===== src/rtl/nivel_cxa_cond.sv =====
// Tank float-switch conditioner: 2-flop sync, per-bit debounce, thermometer-code legality check
// with sticky sensor fault, and an inlet-valve FSM with fill timeout. Outputs are registered.
module nivel_cxa_cond #(
  parameter logic [15:0] DB_CYCLES  = 16'd50000,
  parameter logic [15:0] ERR_CYCLES = 16'd60000,
  parameter logic [31:0] FILL_TMO   = 32'd3000000
) (
  input  logic clk,
  input  logic rst_n,
  input  logic sw_low,
  input  logic sw_mid,
  input  logic sw_high,
  input  logic fill_en,
  input  logic err_clr,
  output logic Nv2,
  output logic Nv1,
  output logic Nv0,
  output logic sensor_err,
  output logic valve_open,
  output logic fault
);

  localparam logic [1:0] S_IDLE  = 2'd0;
  localparam logic [1:0] S_FILL  = 2'd1;
  localparam logic [1:0] S_FAULT = 2'd2;

  logic [2:0]        sync1_q, sync2_q;
  logic [2:0]        db_q, db_d;
  logic [2:0][15:0]  db_cnt_q, db_cnt_d;
  logic [2:0]        nv_q, nv_d;
  logic [15:0]       err_cnt_q, err_cnt_d;
  logic              sensor_err_q, sensor_err_d;
  logic [1:0]        state_q, state_d;
  logic [31:0]       fill_tmr_q, fill_tmr_d;
  logic              valve_q, valve_d;
  logic              fault_q, fault_d;
  logic              legal;
  logic              err_clearing;

  // Bit order everywhere is {high, mid, low}.
  always_comb begin
    db_d     = db_q;
    db_cnt_d = db_cnt_q;
    for (int i = 0; i < 3; i++) begin
      if (sync2_q[i] == db_q[i]) begin
        db_cnt_d[i] = '0;
      end else if (db_cnt_q[i] == DB_CYCLES - 16'd1) begin
        db_d[i]     = sync2_q[i];
        db_cnt_d[i] = '0;
      end else begin
        db_cnt_d[i] = db_cnt_q[i] + 16'd1;
      end
    end
  end

  assign legal = (db_q == 3'b000) || (db_q == 3'b001) ||
                 (db_q == 3'b011) || (db_q == 3'b111);
  assign err_clearing = err_clr && legal;

  always_comb begin
    nv_d         = nv_q;
    err_cnt_d    = err_cnt_q;
    sensor_err_d = sensor_err_q;
    if (legal) begin
      nv_d      = db_q;
      err_cnt_d = '0;
      if (err_clr) sensor_err_d = 1'b0;
    end else begin
      if (err_cnt_q != 16'hFFFF) err_cnt_d = err_cnt_q + 16'd1;
      if (err_cnt_q == ERR_CYCLES - 16'd1) sensor_err_d = 1'b1;
    end
  end

  // FAULT may be left in the same cycle sensor_err is cleared; elsewhere sensor_err forces FAULT.
  always_comb begin
    state_d    = state_q;
    fill_tmr_d = fill_tmr_q;
    case (state_q)
      S_IDLE: begin
        if (sensor_err_q) begin
          state_d = S_FAULT;
        end else if (fill_en && (nv_q == 3'b000)) begin
          state_d    = S_FILL;
          fill_tmr_d = '0;
        end
      end
      S_FILL: begin
        if (sensor_err_q) begin
          state_d = S_FAULT;
        end else if (nv_q[2] || !fill_en) begin
          state_d = S_IDLE;
        end else if (fill_tmr_q == FILL_TMO - 32'd1) begin
          state_d = S_FAULT;
        end else begin
          fill_tmr_d = fill_tmr_q + 32'd1;
        end
      end
      S_FAULT: begin
        if (err_clr && (!sensor_err_q || err_clearing)) state_d = S_IDLE;
      end
      default: state_d = S_IDLE;
    endcase
  end

  assign valve_d = (state_d == S_FILL);
  assign fault_d = (state_d == S_FAULT);

  always_ff @(posedge clk or negedge rst_n) begin
    if (!rst_n) begin
      sync1_q      <= '0;
      sync2_q      <= '0;
      db_q         <= '0;
      db_cnt_q     <= '0;
      nv_q         <= '0;
      err_cnt_q    <= '0;
      sensor_err_q <= 1'b0;
      state_q      <= S_IDLE;
      fill_tmr_q   <= '0;
      valve_q      <= 1'b0;
      fault_q      <= 1'b0;
    end else begin
      sync1_q      <= {sw_high, sw_mid, sw_low};
      sync2_q      <= sync1_q;
      db_q         <= db_d;
      db_cnt_q     <= db_cnt_d;
      nv_q         <= nv_d;
      err_cnt_q    <= err_cnt_d;
      sensor_err_q <= sensor_err_d;
      state_q      <= state_d;
      fill_tmr_q   <= fill_tmr_d;
      valve_q      <= valve_d;
      fault_q      <= fault_d;
    end
  end

  assign Nv2        = nv_q[2];
  assign Nv1        = nv_q[1];
  assign Nv0        = nv_q[0];
  assign sensor_err = sensor_err_q;
  assign valve_open = valve_q;
  assign fault      = fault_q;

endmodule

===== config.mk =====
export PLATFORM = sky130hd
export DESIGN_NAME = nivel_cxa_cond
export DESIGN_NICKNAME = d
export VERILOG_FILES = /design/src/rtl/nivel_cxa_cond.sv
export SDC_FILE = /design/constraint.sdc
export NUM_CORES = 1
export LEC_CHECK = 0
export ABC_AREA = 1
export BUFFER_PORTS_ARGS = -buffer_cell sky130_fd_sc_hd__buf_2
export CORE_MARGIN = 3
export CORE_UTILIZATION = 45
export DETAILED_ROUTE_END_ITERATION = 6
export GPL_ROUTABILITY_DRIVEN = 0
export GPL_TIMING_DRIVEN = 0
export PLACE_DENSITY = 0.74
export SKIP_CTS_REPAIR_TIMING = 1
export SLEW_MARGIN = 20
export SYNTH_ARGS = -nofsm -noshare
export SYNTH_HDL_FRONTEND = slang
export SYNTH_SLANG_ARGS = --single-unit

===== constraint.sdc =====
create_clock -name clk -period 1.8 [get_ports clk]
set_clock_uncertainty 0.15 [all_clocks]
set_input_delay 0.18 -clock clk [delete_from_list [all_inputs] [get_ports clk]]
set_output_delay 0.18 -clock clk [all_outputs]
set_load 0.05 [all_outputs]

==> results.md, run 1 <==
Layout:
- The library cell used most frequently in the layout, excluding fill and tap cells, is sky130_fd_sc_hd__nand2_1.
- The fraction of final layout cells with drive strength greater than 1 is 23.4%.
- The final standard cell count with taps included and fillers excluded is 1147.
- The area growth from synthesis to layout is 25.1%.
- At the end of the flow the core is filled with cells to 58.3%.
- The top cell types in the final layout, fill and taps aside, are sky130_fd_sc_hd__nand2_1 (238), sky130_fd_sc_hd__nor2_1 (120), sky130_fd_sc_hd__dfrtp_1 (92), sky130_fd_sc_hd__inv_1 (86), sky130_fd_sc_hd__nand3_1 (62).
- The count of filler cells inserted in the layout is 1163.
- For this run, the post-layout net count is 966.
- The number of antenna cells inserted is 0.

Synthesis:
- The portion of the post-synthesis area used by sequential elements is 43.2%.
- For this run, the leading register cell type out of synthesis is sky130_fd_sc_hd__dfrtp_1.
- During synthesis, Yosys emitted a total of 0 warnings.
- The netlist area before placement is 0.00655 mm2.
- The synthesized design contains 113 register bits.
- Counting every net in the synthesized netlist gives 889.
- The mean instance size in the synthesized netlist is 7.46 um2.
- The netlist uses 37 different library cells.
- The number of cells produced by synthesis is 877.
- The fraction of registers with async set or reset after synthesis is 100%.
- The count of flip-flops with a built-in enable after synthesis is 0.

Min path:
- The end point of the most critical hold path is state_q[1].
- In this run the worst hold path is classified as in -> reg.
- In this run the most critical hold path is launched from fill_en.
- Counting instances, the worst hold path has a depth of 5.

Timing:
- The worst path setup slack after routing is -70.8 ps.
- For this run, the top clock speed supported by timing is 535 MHz.
- The hold violation count in the final report was 0.
- The total negative setup slack is -770 ps.
- The worst hold margin is 60.0 ps.
- The final cycle utilization of the critical path is 104%.
- Setup repair after global routing could not meet its margin everywhere.
- The count of final setup violators is 21.
- The max-slew violation count is 0.
- The max-slew headroom at the worst pin is 61.8%.
- For the pin with the worst max-slew slack, the measured transition is 573 ps.
- The clock period minus final worst setup slack is 1870 ps.

Placement:
- The number of cells after detailed placement is 1070.
- Timing analysis after detailed placement gives a worst setup slack of -179 ps.
- The HPWL after detailed placement is 10.1 mm.
- The quantity of I/O buffers inserted on ports is 12.

GRT:
- The pin count of the biggest net entering global routing is 77.
- The total routing usage reported by global routing is 19.2%.
- The number of global-route vias before repair was 5405.
- The number of antenna violations at the first check in global routing came to 0.
- The first-pass GRT wire length is 25.1 mm.
- The total global routing overflow is 0.

Pwr:
- The maximum resistive drop on vdd is 0.000705 V.
- Power spread over the standard cell area amounts to 808 mW/mm2.
- The total leakage power is 0.00369 uW.

Routing:
- In the routed design, unresolved DRC markers number 0.
- The number of nets with antenna violations after routing is 0.
- The pre-antenna-repair detailed-routing pass consisted of 5 iterations.
- The via-per-instance ratio is 5.21.
- The routed layout has 5978 vias.
- The violation count after the first detailed-route iteration is 447.
- Dividing the detail-routed wire length by the instance count gives 13.9 um.
- For this block, the routed nets add up to 16.0 mm of wire.

Clock network:
- TritonCTS built the clock tree.
- The clock net in this run drives a total of 113 sinks.
- The H-tree generated during clock tree synthesis spans 4 levels.
- In this run the deepest clock path goes through 2 buffers.
- The insertion delay to the later sink of the worst-skew pair is 420 ps.
- The clock tree root driver cell is sky130_fd_sc_hd__clkbuf_16.
- The total CTS buffers is 17.
- Clock-pin slew was measured on the worst setup and hold paths at 60 ps.

Die:
- Measured along the y axis, the die boundary spans 127 um.
- The number of placement rows is 43.
- The floorplan step defined a die boundary enclosing 0.0160 mm2.
- In this run the standard cell core region covers 0.0140 mm2.
- 13 I/O pins were placed.
- The width of the die is 127 um.
- The initial cell density of the core is 46.6%.

Critical path:
- The startpoint of the worst-slack reg-to-reg timing path is fill_tmr_q[1].
- In this run the worst path has a maximum fanout of 7.
- For the worst flop-to-flop path, the logic depth is 11.
- The data required time of the worst path is 1990 ps.
- The setup slack of the worst register-to-register path is -70 ps.
- The worst register-to-register path ends at fill_tmr_q[19].
- The critical path is of the reg -> reg type.
- The critical path startpoint category is a flip-flop.
- The worst setup path is captured at a flip-flop.
- The data arrival at the endpoint of the critical path is 2060 ps.

Status:
- The run finished, with violations left.
- The checks that failed: negative setup slack.

Job:
- Across the run, the number of max-cap violations was 0.
power breakdown:
group | internal (uW) | total [uW] | switching [uW]
Sequential | 2600 | 2660 | 61.5
Combinational | 337 | 782 | 444
Clock | 1930 | 3170 | 1240
Total | 4870 | 6620 | 1750
metal layers:
metal	global-route usage, %	vias up	part of all wire, %
li1	-	2982	-
met2	30.7	162	49
met3	4.38	38	4.1
met4	7.63	0	2.5
met1	25.4	2796	45
met5	0	-	0
how the worst max path moves through the flow:
stage                        start        endpoint  depth (start not counted)
global route        fill_tmr_q[24]  fill_tmr_q[19]                         11
finish               fill_tmr_q[1]  fill_tmr_q[19]                         11
detailed placement   fill_tmr_q[0]   fill_tmr_q[2]                          9
global placement             rst_n         nv_q[2]                          1
floorplan            fill_tmr_q[0]   fill_tmr_q[2]                          9
CTS                  fill_tmr_q[0]   fill_tmr_q[4]                          9
logic make-up after synthesis:
group / after synthesis / synth area share [%]
AO/OA/AOI/OAI: 67 / 6.67
XOR/XNOR: 26 / 3.48
adder cells (fa/ha/maj): 5 / 0.956
buffers and inverters: 101 / 6.82
flip-flops: 113 / 43.2
AND/OR/NAND/NOR: 565 / 38.9
area by class of cell:
cell class                      count  area [um2]  share of cell area [%]
Multi-Input combinational cell    664        3530                    43.2
Inverter                           92         350                    4.28
Buffer                              9         119                    1.45
Tap cell                          180         225                    2.75
Clock buffer                       20         447                    5.45
Sequential cell                   113        2850                    34.9
Timing Repair Buffer               57         549                    6.71
Clock inverter                     12         110                    1.34
synth_stat cells, types with 6 or more instances:
master,n,area share [%]
sky130_fd_sc_hd__a21oi_1,18,1.4
sky130_fd_sc_hd__and3_1,6,0.57
sky130_fd_sc_hd__dfrtp_1,113,43
sky130_fd_sc_hd__inv_1,90,5.2
sky130_fd_sc_hd__nand2_1,243,14
sky130_fd_sc_hd__nand2_2,27,2.6
sky130_fd_sc_hd__nand3_1,64,4.9
sky130_fd_sc_hd__nand4_1,18,1.7
sky130_fd_sc_hd__nor2_1,134,7.7
sky130_fd_sc_hd__nor3_1,34,2.6
sky130_fd_sc_hd__o21ai_0,18,1.4
sky130_fd_sc_hd__o21ai_2,24,3.2
sky130_fd_sc_hd__or2_2,10,0.96
sky130_fd_sc_hd__xnor2_1,11,1.5
sky130_fd_sc_hd__xor2_1,15,2.0
metrics by stage:
stage	cell area, um2	total power [uW]
after floorplan	6550	3050
final	8190	6620
after CTS	7420	6390
after detailed placement	6870	3220
after global routing	8190	6860
after global placement	6830	3200
state kept, by name, indices dropped and copies added, names as in the netlist:
register and cells:
db_cnt_q 48, fill_tmr_q 32, err_cnt_q 16, db_q 3, nv_q 3, sync1_q 3
sync2_q 3, state_q 2, fault 1, sensor_err 1, valve_open 1
critical path, cell delays in order, from the launching register on:
cell and delay [ps]:
sky130_fd_sc_hd__dfrtp_1 410, sky130_fd_sc_hd__ha_4 180, sky130_fd_sc_hd__inv_4 50, sky130_fd_sc_hd__nor2_8 130
sky130_fd_sc_hd__nand2_4 70, sky130_fd_sc_hd__nor2_4 120, sky130_fd_sc_hd__nand3_4 100, sky130_fd_sc_hd__nand3_4 120
sky130_fd_sc_hd__buf_12 170, sky130_fd_sc_hd__clkbuf_16 180, sky130_fd_sc_hd__nand2_4 50, sky130_fd_sc_hd__o21ai_2 50
Note: power is estimated with default switching activity, not from simulation.
==> inputs of run 2 (changes only) <==
--- a/config.mk
+++ b/config.mk
@@ -5,13 +5,13 @@
 export SDC_FILE = /design/constraint.sdc
 export NUM_CORES = 1
 export LEC_CHECK = 0
-export ABC_AREA = 1
 export BUFFER_PORTS_ARGS = -buffer_cell sky130_fd_sc_hd__buf_2
 export CORE_MARGIN = 3
 export CORE_UTILIZATION = 45
 export DETAILED_ROUTE_END_ITERATION = 6
 export GPL_ROUTABILITY_DRIVEN = 0
 export GPL_TIMING_DRIVEN = 0
+export HOLD_SLACK_MARGIN = 0.02
 export PLACE_DENSITY = 0.74
 export SKIP_CTS_REPAIR_TIMING = 1
 export SLEW_MARGIN = 20
==> results.md, run 2 <==
Synthesis:
- The commonest cells after synthesis are sky130_fd_sc_hd__dfrtp_1 (113), sky130_fd_sc_hd__nor2_1 (78), sky130_fd_sc_hd__nand2_1 (45), sky130_fd_sc_hd__nand3_1 (45), sky130_fd_sc_hd__xnor2_1 (36).
- The count of flip-flops with a built-in enable after synthesis is 0 (unchanged).
- The fraction of the mapped netlist area in adder cells was 1.12% (+0.16 points).
- The register bit count reported by yosys was 113 (unchanged).
- The number of nets produced by synthesis is 594 (-33%).
- By area, the combinational part of the netlist is dominated by simple AND/OR/NAND/NOR gates.
- The area fraction of the dominant cell type after synthesis was 50.5% (+7.3 points).
- The count of yosys warnings during synthesis is 0 (unchanged).
- The number of cells produced by synthesis is 582 (-34%).
- Summed over all instances, the cell type with the most area after synthesis is sky130_fd_sc_hd__dfrtp_1.
- The simple-gate portion of the synthesized area is 28.5% (-10 points).
- In the post-synthesis netlist, the biggest area contributors are sky130_fd_sc_hd__dfrtp_1 (50%), sky130_fd_sc_hd__xnor2_1 (5.6%), sky130_fd_sc_hd__nor2_1 (5.2%).
- The portion of the post-synthesis area used by sequential elements is 50.5% (+7.3 points).
- The portion of netlist area occupied by mux cells is 1.52% (+1.5 points).
- The fraction of registers with async set or reset after synthesis was 100% (unchanged).
- The distinct cell type count after synthesis is 45 (+22%).
- Among all cell types in the netlist, the one instantiated most often is sky130_fd_sc_hd__dfrtp_1.
- In the synthesized netlist the dominant register cell turns out to be sky130_fd_sc_hd__dfrtp_1.
- The netlist area before placement is 0.00560 mm2 (-14%).
- The synthesized-area fraction occupied by ao, oa, aoi and oai cells is 7.50% (+0.83 points).
- The xor and xnor fraction of the mapped netlist area was 9.06% (+5.6 points).
- The mean instance size in the synthesized netlist is 9.63 um2 (+29%).

Routing:
- The routed length per placed instance is 16.6 um (+19%).
- The violation count after the first detailed-route iteration is 323 (-28%).
- The wire length after detailed routing came to 13.9 mm (-13%).
- The number of nets with antenna violations after routing is 0 (unchanged).
- The via total after detailed routing is 4848 (-19%).
- The via-per-instance ratio is 5.76 (+11%).
- The total DRC errors in the routed layout was 0 (unchanged).
- The number of optimization iterations in the first detailed-route pass came to 6 (+1).

Layout:
- The area growth from synthesis to final layout is 32.9%.
- The commonest non-fill, non-tap cell in the layout is sky130_fd_sc_hd__dfrtp_1.
- In the final layout, the registers with the most flip-flops are db_cnt_q x48, fill_tmr_q x32, err_cnt_q x16.
- Ranked by flip-flop count, first place goes to db_cnt_q.
- The post-route core utilization is 61.5% (+3.2 points).
- The fraction of final layout cells with drive strength greater than 1 came to 29.9% (+6.5 points).
- The number of flip-flops in the largest register came to 48 (unchanged).
- The number of antenna cells inserted is 0 (unchanged).
- The final instance area was 0.00745 mm2 (-9.1%).
- In the layout the commonest cells are sky130_fd_sc_hd__dfrtp_1 (101), sky130_fd_sc_hd__nor2_1 (74), sky130_fd_sc_hd__nand3_1 (39), sky130_fd_sc_hd__nand2_1 (38), sky130_fd_sc_hd__xnor2_1 (35).
- The post-layout net count was 672 (-30%).

Die:
- The floorplan die height is 118 um (-7.1%).
- The number of top-level pins is 13 (unchanged).
- The number of placement rows is 40 (-7.0%).
- The placeable core region came to 0.0121 mm2 (-14%).
- The die area is 0.0138 mm2 (-14%).
- The width of the die is 118 um (-7.1%).
- The initial cell density of the core was 46.3% (-0.35 points).

Timing:
- The max-slew violation count is 0 (unchanged).
- The achievable frequency came to 400 MHz (-25%).
- The hold violation count in the final report was 0 (unchanged).
- Setup repair after global routing could not meet its margin everywhere.
- The clock period minus final worst setup slack is 2500 ps (+630 ps).
- The worst path setup slack after routing is -701 ps (-630 ps).
- The count of final setup violators is 50 (+140%).
- The max-slew headroom at the worst pin was 59.3% (-2.5 points).
- The final cycle utilization of the critical path is 139% (+35 points).
- The measured slew at the worst slew-check pin was 610 ps (+37.2 ps).

Clock network:
- The total CTS buffers was 17 (unchanged).
- The insertion delay to the later sink of the worst-skew pair is 410 ps (about the same).
- The maximum clock insertion buffer count is 2 (unchanged).
- The TritonCTS clock tree is yes.
- The number of H-tree branching levels is 4 (unchanged).
- The clock transition at the registers of the reported paths is 50 ps (about the same).
- The TritonCTS sink count is 113 (unchanged).
- The clock tree root driver cell is sky130_fd_sc_hd__clkbuf_16.

Pwr:
- The overall power was 6260 uW (-5.5%).
- The power density relative to cell area is 840 mW/mm2 (+3.9%).
- The total leakage power is 0.00313 uW (-15%).
- The maximum resistive drop on vdd came to 0.00141 V (+100%).

GRT:
- The first-pass GRT wire length is 21.4 mm (-15%).
- The pin count of the biggest net entering global routing is 75 (-2.6%).
- The met2 global-route usage is 29.4% (-1.3 points).
- The met3 layer usage reported by global route is 5.48% (+1.1 points).
- The total global routing overflow is 0 (unchanged).
- The met1 demand-to-capacity share in global routing is 24.7% (-0.72 points).
- The number of global-route vias before repair is 4442 (-18%).
- The number of antenna violations at the first check in global routing is 0 (unchanged).
- The busiest metal layer after global routing is met2.
- The total routing usage reported by global routing was 18.8% (-0.47 points).

Critical path:
- In this run the worst setup path begins at fill_tmr_q[8].
- The slowest stage cell on the critical path is sky130_fd_sc_hd__or4_1.
- The maximum fanout along the worst path was 5 (-2).
- The startpoint of the worst-slack reg-to-reg timing path is fill_tmr_q[8].
- The longest individual stage delay on the worst path is 520 ps (+110 ps).
- Walking the worst path, the cells encountered are or4_1 -> or4_4 -> nor4_4 -> buf_4 -> and4b_1 -> mux2i_1.
- The data required time of the worst path is 1940 ps (-50 ps).
- The critical path startpoint category is a flip-flop.
- By startpoint and endpoint, the worst setup path is classified as reg -> reg.
- The data arrival at the endpoint of the critical path is 2640 ps (+580 ps).
- The sort of element at the end of the critical path is a flip-flop.

Min path:
- The path class of the tightest hold or removal check is in -> async.

Status:
- The run finished, with violations left.
- The final reports fail on negative setup slack.

Job:
- The number of max-capacitance violations reported is 0 (unchanged).

Placement:
- The quantity of I/O buffers inserted on ports is 12 (unchanged).
- The HPWL reported at the end of detailed placement was 8.16 mm (-20%).
- The area after detailed placement is 0.00600 mm2 (-13%).
- The post-placement setup slack is -685 ps (-506 ps).
[run 2: changes by cell type after synthesis, sizes merged, moves of 17 or more]
cell	delta
nand2	-226
inv	-82
nor2	-66
xnor2	+25
nand3	-21
o21ai	-20
and3	+17
nor3	-17
or3	+17
[run 2: cell families after synthesis]
logic type / count (synthesis)
flip-flops: 113
buffers and inverters: 25
XOR/XNOR: 58
multiplexers: 8
adder cells (fa/ha/maj): 5
AO/OA/AOI/OAI: 72
AND/OR/NAND/NOR: 301
[run 2: layout make-up]
class,instances,area [um2]
flip-flops and latches,113,2840
clock buffers,21,470
inverters,10,37.5
fillers,917,4660
repair buffers,61,507
clock inverters,11,135
multi-input cells,444,3120
well taps,168,210
plain buffers,13,120
[run 2: report_power, final]
part / total, uW / switching (uW) / internal [uW]
Combinational: 242 / 145 / 96.9
Sequential: 2620 / 38.8 / 2580
Clock: 3390 / 1130 / 2270
[run 2: critical path: cells and delay by family (launching register included)]
family,cells,cell delay [ps]
simple gates,4,1510
buf+inv,1,200
mux,1,120
flops,1,410
[run 2: final timing paths]
path / cells after the start / slack [ps] / to
worst max-delay path: 6 / -700 / fill_tmr_q[21]
worst min-delay path: 2 / 100 / fill_tmr_q[18]
worst max register to register: 6 / -700 / fill_tmr_q[21]
worst min register to register: 0 / 200 / sync2_q[0]
max in group asynchronous: 3 / 710 / err_cnt_q[5]
min in group clk: 4 / 130 / fault
[run 2: metal layers]
metal  wire, um  share of wire [%]
met5          0                  0
met4        318                2.3
met3        841                6.0
met2       7060                 51
met1       5730                 41
[run 2: stage by stage]
stage | instances | hold WS (ps) | setup TNS, ps
after floorplan | 582 | -266 | -9150
after global placement | 762 | 140 | -121900
after detailed placement | 763 | -33.1 | -25550
after CTS | 795 | -473 | -27440
after global routing | 841 | 136 | -22110
final | 841 | 95.5 | -18400
